<file path="src/rtl/rf_wb_arbiter_pkg.sv">
// Shared register-file constants and helpers for the write-back path.
package rf_wb_arbiter_pkg;

  localparam int RF_ADDR_W = 5;
  localparam int RF_DATA_W = 32;
  localparam int RF_DEPTH  = 32;
  localparam logic [RF_ADDR_W-1:0] RF_ZERO_REG = '0;
  localparam int CNT_W = 16;

  function automatic int ptr_width(input int n);
    return (n > 1) ? $clog2(n) : 1;
  endfunction

endpackage

</file>
<file path="src/rtl/rf_wb_arbiter_rr_picker.sv">
// Round-robin priority picker: first valid index at or after ptr, wrapping.
module rr_picker
  import rf_wb_arbiter_pkg::*;
#(
  parameter int NREQ  = 3,
  parameter int PTR_W = ptr_width(NREQ)
) (
  input  logic [NREQ-1:0]  valid,
  input  logic [PTR_W-1:0] ptr,
  output logic [NREQ-1:0]  grant,
  output logic [PTR_W-1:0] idx,
  output logic             found
);

  int unsigned cand;

  always_comb begin
    grant = '0;
    idx   = '0;
    found = 1'b0;
    cand  = 0;
    for (int unsigned k = 0; k < NREQ; k++) begin
      cand = int'(ptr) + k;
      if (cand >= NREQ) cand = cand - NREQ;
      if (!found && valid[PTR_W'(cand)]) begin
        found = 1'b1;
        grant[PTR_W'(cand)] = 1'b1;
        idx = PTR_W'(cand);
      end
    end
  end

endmodule

</file>
<file path="src/rtl/rf_wb_arbiter.sv">
// Register-file write-back arbiter: round-robin grant, one registered write per cycle.
module rf_wb_arbiter
  import rf_wb_arbiter_pkg::*;
#(
  parameter int NREQ = 3
) (
  input  logic                      clk,
  input  logic                      reset,
  input  logic                      hold,
  input  logic [NREQ-1:0]           req_valid,
  input  logic [RF_ADDR_W*NREQ-1:0] req_addr,
  input  logic [RF_DATA_W*NREQ-1:0] req_data,
  output logic [NREQ-1:0]           req_ready,
  output logic                      WE,
  output logic [RF_ADDR_W-1:0]      WDA,
  output logic [RF_DATA_W-1:0]      WD,
  output logic [CNT_W-1:0]          grant_cnt
);

  localparam int PTR_W = ptr_width(NREQ);

  logic [PTR_W-1:0]     ptr;
  logic [PTR_W-1:0]     gnt_idx;
  logic [PTR_W-1:0]     ptr_next;
  logic [NREQ-1:0]      gnt;
  logic                 gnt_found;
  logic                 accept;
  logic [RF_ADDR_W-1:0] sel_addr;
  logic [RF_DATA_W-1:0] sel_data;

  rr_picker #(
    .NREQ  (NREQ),
    .PTR_W (PTR_W)
  ) u_picker (
    .valid (req_valid),
    .ptr   (ptr),
    .grant (gnt),
    .idx   (gnt_idx),
    .found (gnt_found)
  );

  always_comb begin
    accept    = gnt_found && !hold && !reset;
    req_ready = accept ? gnt : '0;
    ptr_next  = (gnt_idx == PTR_W'(NREQ - 1)) ? '0 : gnt_idx + 1'b1;
  end

  // One-hot grant mux avoids a variable-width part-select on the packed buses.
  always_comb begin
    sel_addr = '0;
    sel_data = '0;
    for (int unsigned i = 0; i < NREQ; i++) begin
      if (gnt[i]) begin
        sel_addr = req_addr[i*RF_ADDR_W +: RF_ADDR_W];
        sel_data = req_data[i*RF_DATA_W +: RF_DATA_W];
      end
    end
  end

  // Writes to the zero register are consumed and counted but never enabled.
  always_ff @(posedge clk or posedge reset) begin
    if (reset) begin
      WE        <= 1'b0;
      WDA       <= '0;
      WD        <= '0;
      grant_cnt <= '0;
      ptr       <= '0;
    end else begin
      WE <= accept && (sel_addr != RF_ZERO_REG);
      if (accept) begin
        WDA       <= sel_addr;
        WD        <= sel_data;
        ptr       <= ptr_next;
        grant_cnt <= grant_cnt + 1'b1;
      end
    end
  end

endmodule

</file>
<file path="config.mk">
export PLATFORM = sky130hd
export DESIGN_NAME = rf_wb_arbiter
export DESIGN_NICKNAME = d
export VERILOG_FILES = /design/src/rtl/rf_wb_arbiter_pkg.sv /design/src/rtl/rf_wb_arbiter_rr_picker.sv /design/src/rtl/rf_wb_arbiter.sv
export SDC_FILE = /design/constraint.sdc
export NUM_CORES = 1
export LEC_CHECK = 0
export CAP_MARGIN = 20
export CORE_MARGIN = 3
export CORE_UTILIZATION = 25
export DETAILED_ROUTE_END_ITERATION = 6
export HOLD_SLACK_MARGIN = 0.02
export PLACE_DENSITY = 0.56
export SKIP_CTS_REPAIR_TIMING = 1
export SYNTH_ARGS = -nofsm -noshare
export SYNTH_HDL_FRONTEND = slang
export SYNTH_SLANG_ARGS = --single-unit
</file>
<file path="constraint.sdc">
create_clock -name clk -period 7.55 [get_ports clk]
set_input_delay 1.8875 -clock clk [delete_from_list [all_inputs] [get_ports clk]]
set_output_delay 1.8875 -clock clk [all_outputs]
set_load 0.05 [all_outputs]
</file>
==> results.py, run 1 <==
metrics = {
    "logic_synthesis": {
        "synthDistinctLibCells": 60,
        "ys_seq_elements": 56,
        "synth_flop_cell": "dfrtp_1",
        "seq_area_frac_synth_pct": 39.1,
        "synth_fp_nets": 471,
        "syn_avg_cell_area_um2": 10.3,
        "synthArstFlopShare_pct": 100,
        "syn_inst": 349,
        "ys_warn_count": 0,
        "synth_edf_count": 0,
        "syn_area_mm2": 0.00358,
    },
    "worst_setup_path": {
        "crit_slowest_cell": "clkdlybuf4s50_1",
        "crit_family": "buffers and inverters",
        "crit_top_cell": "clkdlybuf4s50_1",
        "crit_required_ns": 5.66,
        "cp-startpoint": "req_valid[2]",
        "rr_endpoint": "WD[30]",
        "cp-endpoint": "req_ready[1]",
        "r2r_slack_ns": 3.97,
        "start_kind": "input pin",
        "ff2ff_path_depth": 9,
        "worstPathMaxFanout": 11,
        "worst-path-stages": 7,
        "crit_chain": "clkdlybuf4s50_1 > nor2b_1 > mux2i_4 > nor3b_2 > or2_1 > nor2_1 > clkdlybuf4s50_1",
        "r2r_start": "ptr[1]",
        "slowest_delay_ns": 0.83,
        "end_kind": "output pin",
        "crit_type": "input pin to output pin",
        "crit_buf_inv": 2,
        "critPathArrivalTime_ns": 4.74,
    },
    "clock_tree": {
        "cts_inserted_buffers": 5,
        "cts_tree": "yes",
        "clkSlewWorstSetupHoldPaths_ns": 0.08,
        "clock-sinks": 56,
        "insertion_delay_ns": 0.30,
        "clockBufferDepth": 2,
        "h-tree-depth": 2,
        "root_buffer": "clkbuf_16",
    },
    "place": {
        "port_buffers": 173,
        "gp_congestion": 0.850,
        "pre_cts_ws_ns": 0.952,
        "hpwl_um": 8570,
    },
    "pwr": {
        "peakVddDrop_uv": 231,
        "p_per_area_mw_per_mm2": 424,
        "p_leak_uw": 0.00207,
    },
    "cells_and_area": {
        "multi_input_area_mm2": 0.00199,
        "nNetsFinal": 628,
        "num-fill-cells": 1360,
        "seq_area_mm2": 0.00140,
        "area_growth_pct": 55.5,
        "drive_gt1_share_pct": 18.1,
        "layout_common_cells": "clkdlybuf4s50_1, dfrtp_1, nor2_1, nor3_1",
        "final_common_cell": "clkdlybuf4s50_1",
        "num_antenna_cells": 0,
    },
    "detailed_routing": {
        "antenna_left": 0,
        "top_layer": "met4",
        "drc_errors": 0,
        "drt_iter0_markers": 174,
        "vias": 3395,
        "drt-vias-per-instance": 4.94,
        "drt-met1-wl_um": 5200,
        "route.met3.wl_um": 853,
        "drt-total-wl_um": 11900,
        "wl_met2_um": 5610,
        "dr.pass1.iters": 4,
        "routedWlPerCell_um": 17.3,
    },
    "timing": {
        "fin_crit_sh_pct": 87.8,
        "rsz0062_at_grt": "false",
        "drv_slew": 0,
        "setup_viol": 0,
        "period_minus_slack_ns": 6.63,
        "hold_viol_final": 0,
        "slew_headroom_pct": 34.5,
        "final.setup.tns_ns": 0,
        "timing.hold.ws_ns": 0.486,
        "fmax_mhz": 151,
        "worstMarginPinSlew_ns": 0.979,
        "layout_setup_ws_ns": 0.918,
        "skew_ns": 0.00412,
    },
    "global_routing": {
        "grt_pass1_vias": 3494,
        "grt_max_degree": 43,
        "track_usage_pct": 14.6,
        "overflow": 0,
        "grt_antenna_before_repair": 0,
        "grt_pass1_wl_um": 18600,
    },
    "run_status": {
        "status": "finished, final reports clean",
    },
    "floorplan": {
        "fp.dieW_um": 126,
        "core_mm2": 0.0139,
        "initial_core_util_pct": 25.7,
        "pin_count": 174,
        "rows": 43,
        "dieArea_mm2": 0.0158,
        "die_h_um": 126,
    },
    "run": {
        "max_cap_violations": 0,
    },
    "min_path": {
        "min_path_type": "flip-flop to flip-flop",
    },
}
-- cells in the mapped netlist (4+ instances only) --
cell type   n  area share [%]
o21ai_1     5            0.70
nand4_1     5            0.87
buf_2       8             1.1
xnor2_1    13             3.2
buf_4       8             1.7
dfrtp_1    56              39
nor3_1     35             4.9
nand2_1    26             2.7
nand2b_1    4            0.70
clkbuf_1    8            0.84
a221oi_2   30              13
nand3_1     9             1.3
inv_1       6            0.63
nor3_2     30             8.4
nor2_1     41             4.3
ha_1        5             1.7
-- per-layer routing --
layer | track usage (%) | up-vias
met5 | 0 | -
met4 | 4.42 | 0
met3 | 4.20 | 14
met2 | 23.7 | 136
met1 | 18.8 | 1646
li1 | - | 1599
-- flip-flops by register name, summed over array words and instances (netlist names) --
register,flops
ptr,2
WD,32
WDA,5
WE,1
grant_cnt,16
-- cells by family (layout without fill, tap and decap cells) --
group	count (synthesis)	after routing	synth area share (%)
DFF	56	56	39.1
muxes	4	4	1.61
buffers and inverters	36	194	6.56
adders and majority gates	5	5	1.75
xor gates and xnor gates	15	15	3.67
and+or+nand+nor	169	169	27.0
AOI/OAI and AO/OA	64	64	20.3
-- per-stage QoR --
stage	total power [uW]	utilization (%)	cells	instance area, um2
after floorplan	1710	-	349	3580
after global placement	2120	38.9	679	5420
after detailed placement	2140	38.9	679	5420
after CTS	2400	40.0	687	5570
after global routing	2500	40.0	687	5570
final	2360	40.0	687	5570
-- how the worst min path moves through the flow --
| stage | cells after the start | slack [ns] | end | startpoint |
|---|---|---|---|---|
| 2_1_floorplan | 1 | 0.53 | ptr[0] | ptr[0] |
| 3_3_place_gp | 1 | 0.47 | grant_cnt[15] | grant_cnt[15] |
| 3_5_place_dp | 2 | 0.47 | WDA[3] | WDA[3] |
| 4_1_cts | 1 | 0.49 | grant_cnt[15] | grant_cnt[15] |
| 5_1_grt | 2 | 0.51 | WDA[0] | WDA[0] |
| 6_report | 1 | 0.49 | grant_cnt[15] | grant_cnt[15] |
-- power breakdown --
| group | internal, uW | switching, uW |
|---|---|---|
| clock | 126 | 121 |
| combinational | 556 | 1050 |
| sequential | 422 | 81.7 |
| total | 1100 | 1260 |
-- layout make-up --
cell class / count / share of cell area [%]
Clock inverter: 3 / 0.494
Sequential cell: 56 / 25.1
Tap cell: 180 / 4.04
Timing Repair Buffer: 179 / 31.9
Clock buffer: 5 / 2.25
Multi-Input combinational cell: 257 / 35.7
Inverter: 7 / 0.471
Power figures use the tool's default switching activity.
==> inputs of run 2 (changes only) <==
==> constraint.sdc (replaced) <==
create_clock -name clk -period 7.55 [get_ports clk]
set_input_delay 0.755 -clock clk [delete_from_list [all_inputs] [get_ports clk]]
set_output_delay 0.755 -clock clk [all_outputs]
set_load 0.05 [all_outputs]
==> run 2 against run 1 <==
Critical path type unchanged. Clock skew barely moved. Sequential power grew 0.8%. Worst hold slack worse by 0.0062 ns. Clock-buffer cell count up 2. Non-clock buffer count fell by 1. Highest routed layer unchanged. Design area shrank 0.18%.
==> results.py, run 2 (synthesis gave the netlist of run 1 again) <==
metrics = {
    "run_status": {
        "status": "finished, final reports clean",
    },
    "cells_and_area": {
        "nNetsFinal": 627,
        "largest_reg_flops": 32,
        "layout_common_cells": "clkdlybuf4s50_1, dfrtp_1, nor2_1, nor3_1",
        "final_common_cell": "clkdlybuf4s50_1",
        "top_regs": "WD x32, grant_cnt x16, WDA x5",
        "area_growth_pct": 55.2,
        "regMostFlops": "WD",
        "num-fill-cells": 1346,
        "drive_gt1_share_pct": 17.8,
        "num_antenna_cells": 0,
    },
    "global_routing": {
        "grt_pass1_vias": 3497,
        "grt_antenna_before_repair": 0,
        "track_usage_pct": 13.9,
        "grt_max_degree": 53,
        "overflow": 0,
        "grt_pass1_wl_um": 18100,
    },
    "timing": {
        "slew_headroom_pct": 35.8,
        "drv_slew": 0,
        "skew_ns": 0.00407,
        "layout_setup_ws_ns": 3.11,
        "fin_crit_sh_pct": 58.8,
        "worstMarginPinSlew_ns": 0.960,
        "period_minus_slack_ns": 4.44,
        "fmax_mhz": 225,
        "rsz0062_at_grt": "false",
        "final.setup.tns_ns": 0,
        "setup_viol": 0,
        "hold_viol_final": 0,
    },
    "detailed_routing": {
        "drt-met1-wl_um": 4950,
        "wl_met2_um": 5370,
        "vias": 3328,
        "drc_errors": 0,
        "drt-total-wl_um": 11300,
        "top_layer": "met4",
        "routedWlPerCell_um": 16.5,
        "antenna_left": 0,
        "drt_iter0_markers": 144,
        "route.met3.wl_um": 879,
        "dr.pass1.iters": 4,
        "drt-vias-per-instance": 4.85,
    },
    "floorplan": {
        "die_h_um": 126,
        "dieArea_mm2": 0.0158,
        "pin_count": 174,
        "fp.dieW_um": 126,
        "initial_core_util_pct": 25.7,
        "rows": 43,
        "core_mm2": 0.0139,
    },
    "place": {
        "gp_congestion": 0.802,
        "port_buffers": 173,
        "hpwl_um": 8390,
        "pre_cts_ws_ns": 3.09,
    },
    "worst_setup_path": {
        "cp-startpoint": "req_valid[2]",
        "worstPathMaxFanout": 40,
        "critPathArrivalTime_ns": 3.68,
        "end_kind": "output pin",
        "r2r_slack_ns": 4.10,
        "r2r_start": "ptr[0]",
        "crit_type": "input pin to output pin",
        "ff2ff_path_depth": 9,
        "start_kind": "input pin",
        "crit_required_ns": 6.80,
        "rr_endpoint": "WD[17]",
    },
    "pwr": {
        "peakVddDrop_uv": 202,
        "p_per_area_mw_per_mm2": 421,
        "p_leak_uw": 0.00207,
    },
    "clock_tree": {
        "clock-sinks": 56,
        "clockBufferDepth": 2,
        "root_buffer": "clkbuf_16",
        "insertion_delay_ns": 0.29,
        "h-tree-depth": 2,
        "cts_tree": "yes",
        "clkSlewWorstSetupHoldPaths_ns": 0.07,
        "cts_inserted_buffers": 5,
    },
    "min_path": {
        "min_to": "grant_cnt[15]",
        "hp-start": "grant_cnt[15]",
        "min_path_type": "flip-flop to flip-flop",
        "min_path_cells": 1,
    },
    "run": {
        "max_cap_violations": 0,
    },
}
run 2: cell types whose count changed in the layout (fill, tap and decap cells not counted):
cell | before | now
buf_4 | 6 | 5
clkbuf_1 | 0 | 1
clkbuf_8 | 0 | 1
clkinv_4 | 1 | 0
inv_8 | 1 | 0
run 2: cell type report:
type | instances | area, um2 | share of cell area (%)
multi-input cells | 257 | 1990 | 35.8
repair buffers | 178 | 1770 | 31.8
flip-flops and latches | 56 | 1400 | 25.2
well taps | 180 | 225 | 4.05
clock buffers | 7 | 143 | 2.56
inverters | 7 | 26.3 | 0.472
clock inverters | 1 | 7.51 | 0.135
run 2: worst max path at each step:
| stage | to | slack [ns] | cells past startpoint |
|---|---|---|---|
| 6_report | req_ready[0] | 3.11 | 7 |
| 5_1_grt | req_ready[0] | 2.89 | 7 |
| 4_1_cts | req_ready[0] | 3.06 | 7 |
| 3_5_place_dp | req_ready[0] | 3.09 | 7 |
| 3_3_place_gp | req_ready[0] | 3.11 | 7 |
| 2_1_floorplan | req_ready[1] | 4.21 | 8 |
run 2: critical path, stage by stage:
cell             delay [ns]
clkdlybuf4s50_1        0.77
nor2b_1                0.32
mux2i_4                0.18
a211oi_4               0.22
buf_4                  0.42
and2_1                 0.20
clkdlybuf4s50_1        0.80
run 2: where the power goes:
group | switching, uW | internal [uW]
registers | 84.7 | 423
logic | 1040 | 554
clock network | 106 | 133
run 2: through the flow:
stage	hold slack [ns]	instances	util (%)	power [uW]	instance area, um2
3_3_place_gp	0.464	678	38.8	2110	5410
3_5_place_dp	0.476	678	38.8	2130	5410
4_1_cts	0.486	686	39.9	2380	5560
2_1_floorplan	0.531	349	-	1710	3580
5_1_grt	0.495	686	39.9	2500	5560
6_report	0.479	686	39.9	2340	5560
run 2: per-layer routing:
metal | vias to the layer above | GRT usage [%]
met4 | 0 | 2.46
met1 | 1594 | 18.1
li1 | 1594 | -
met2 | 130 | 23.5
met3 | 10 | 4.03
met5 | - | 0
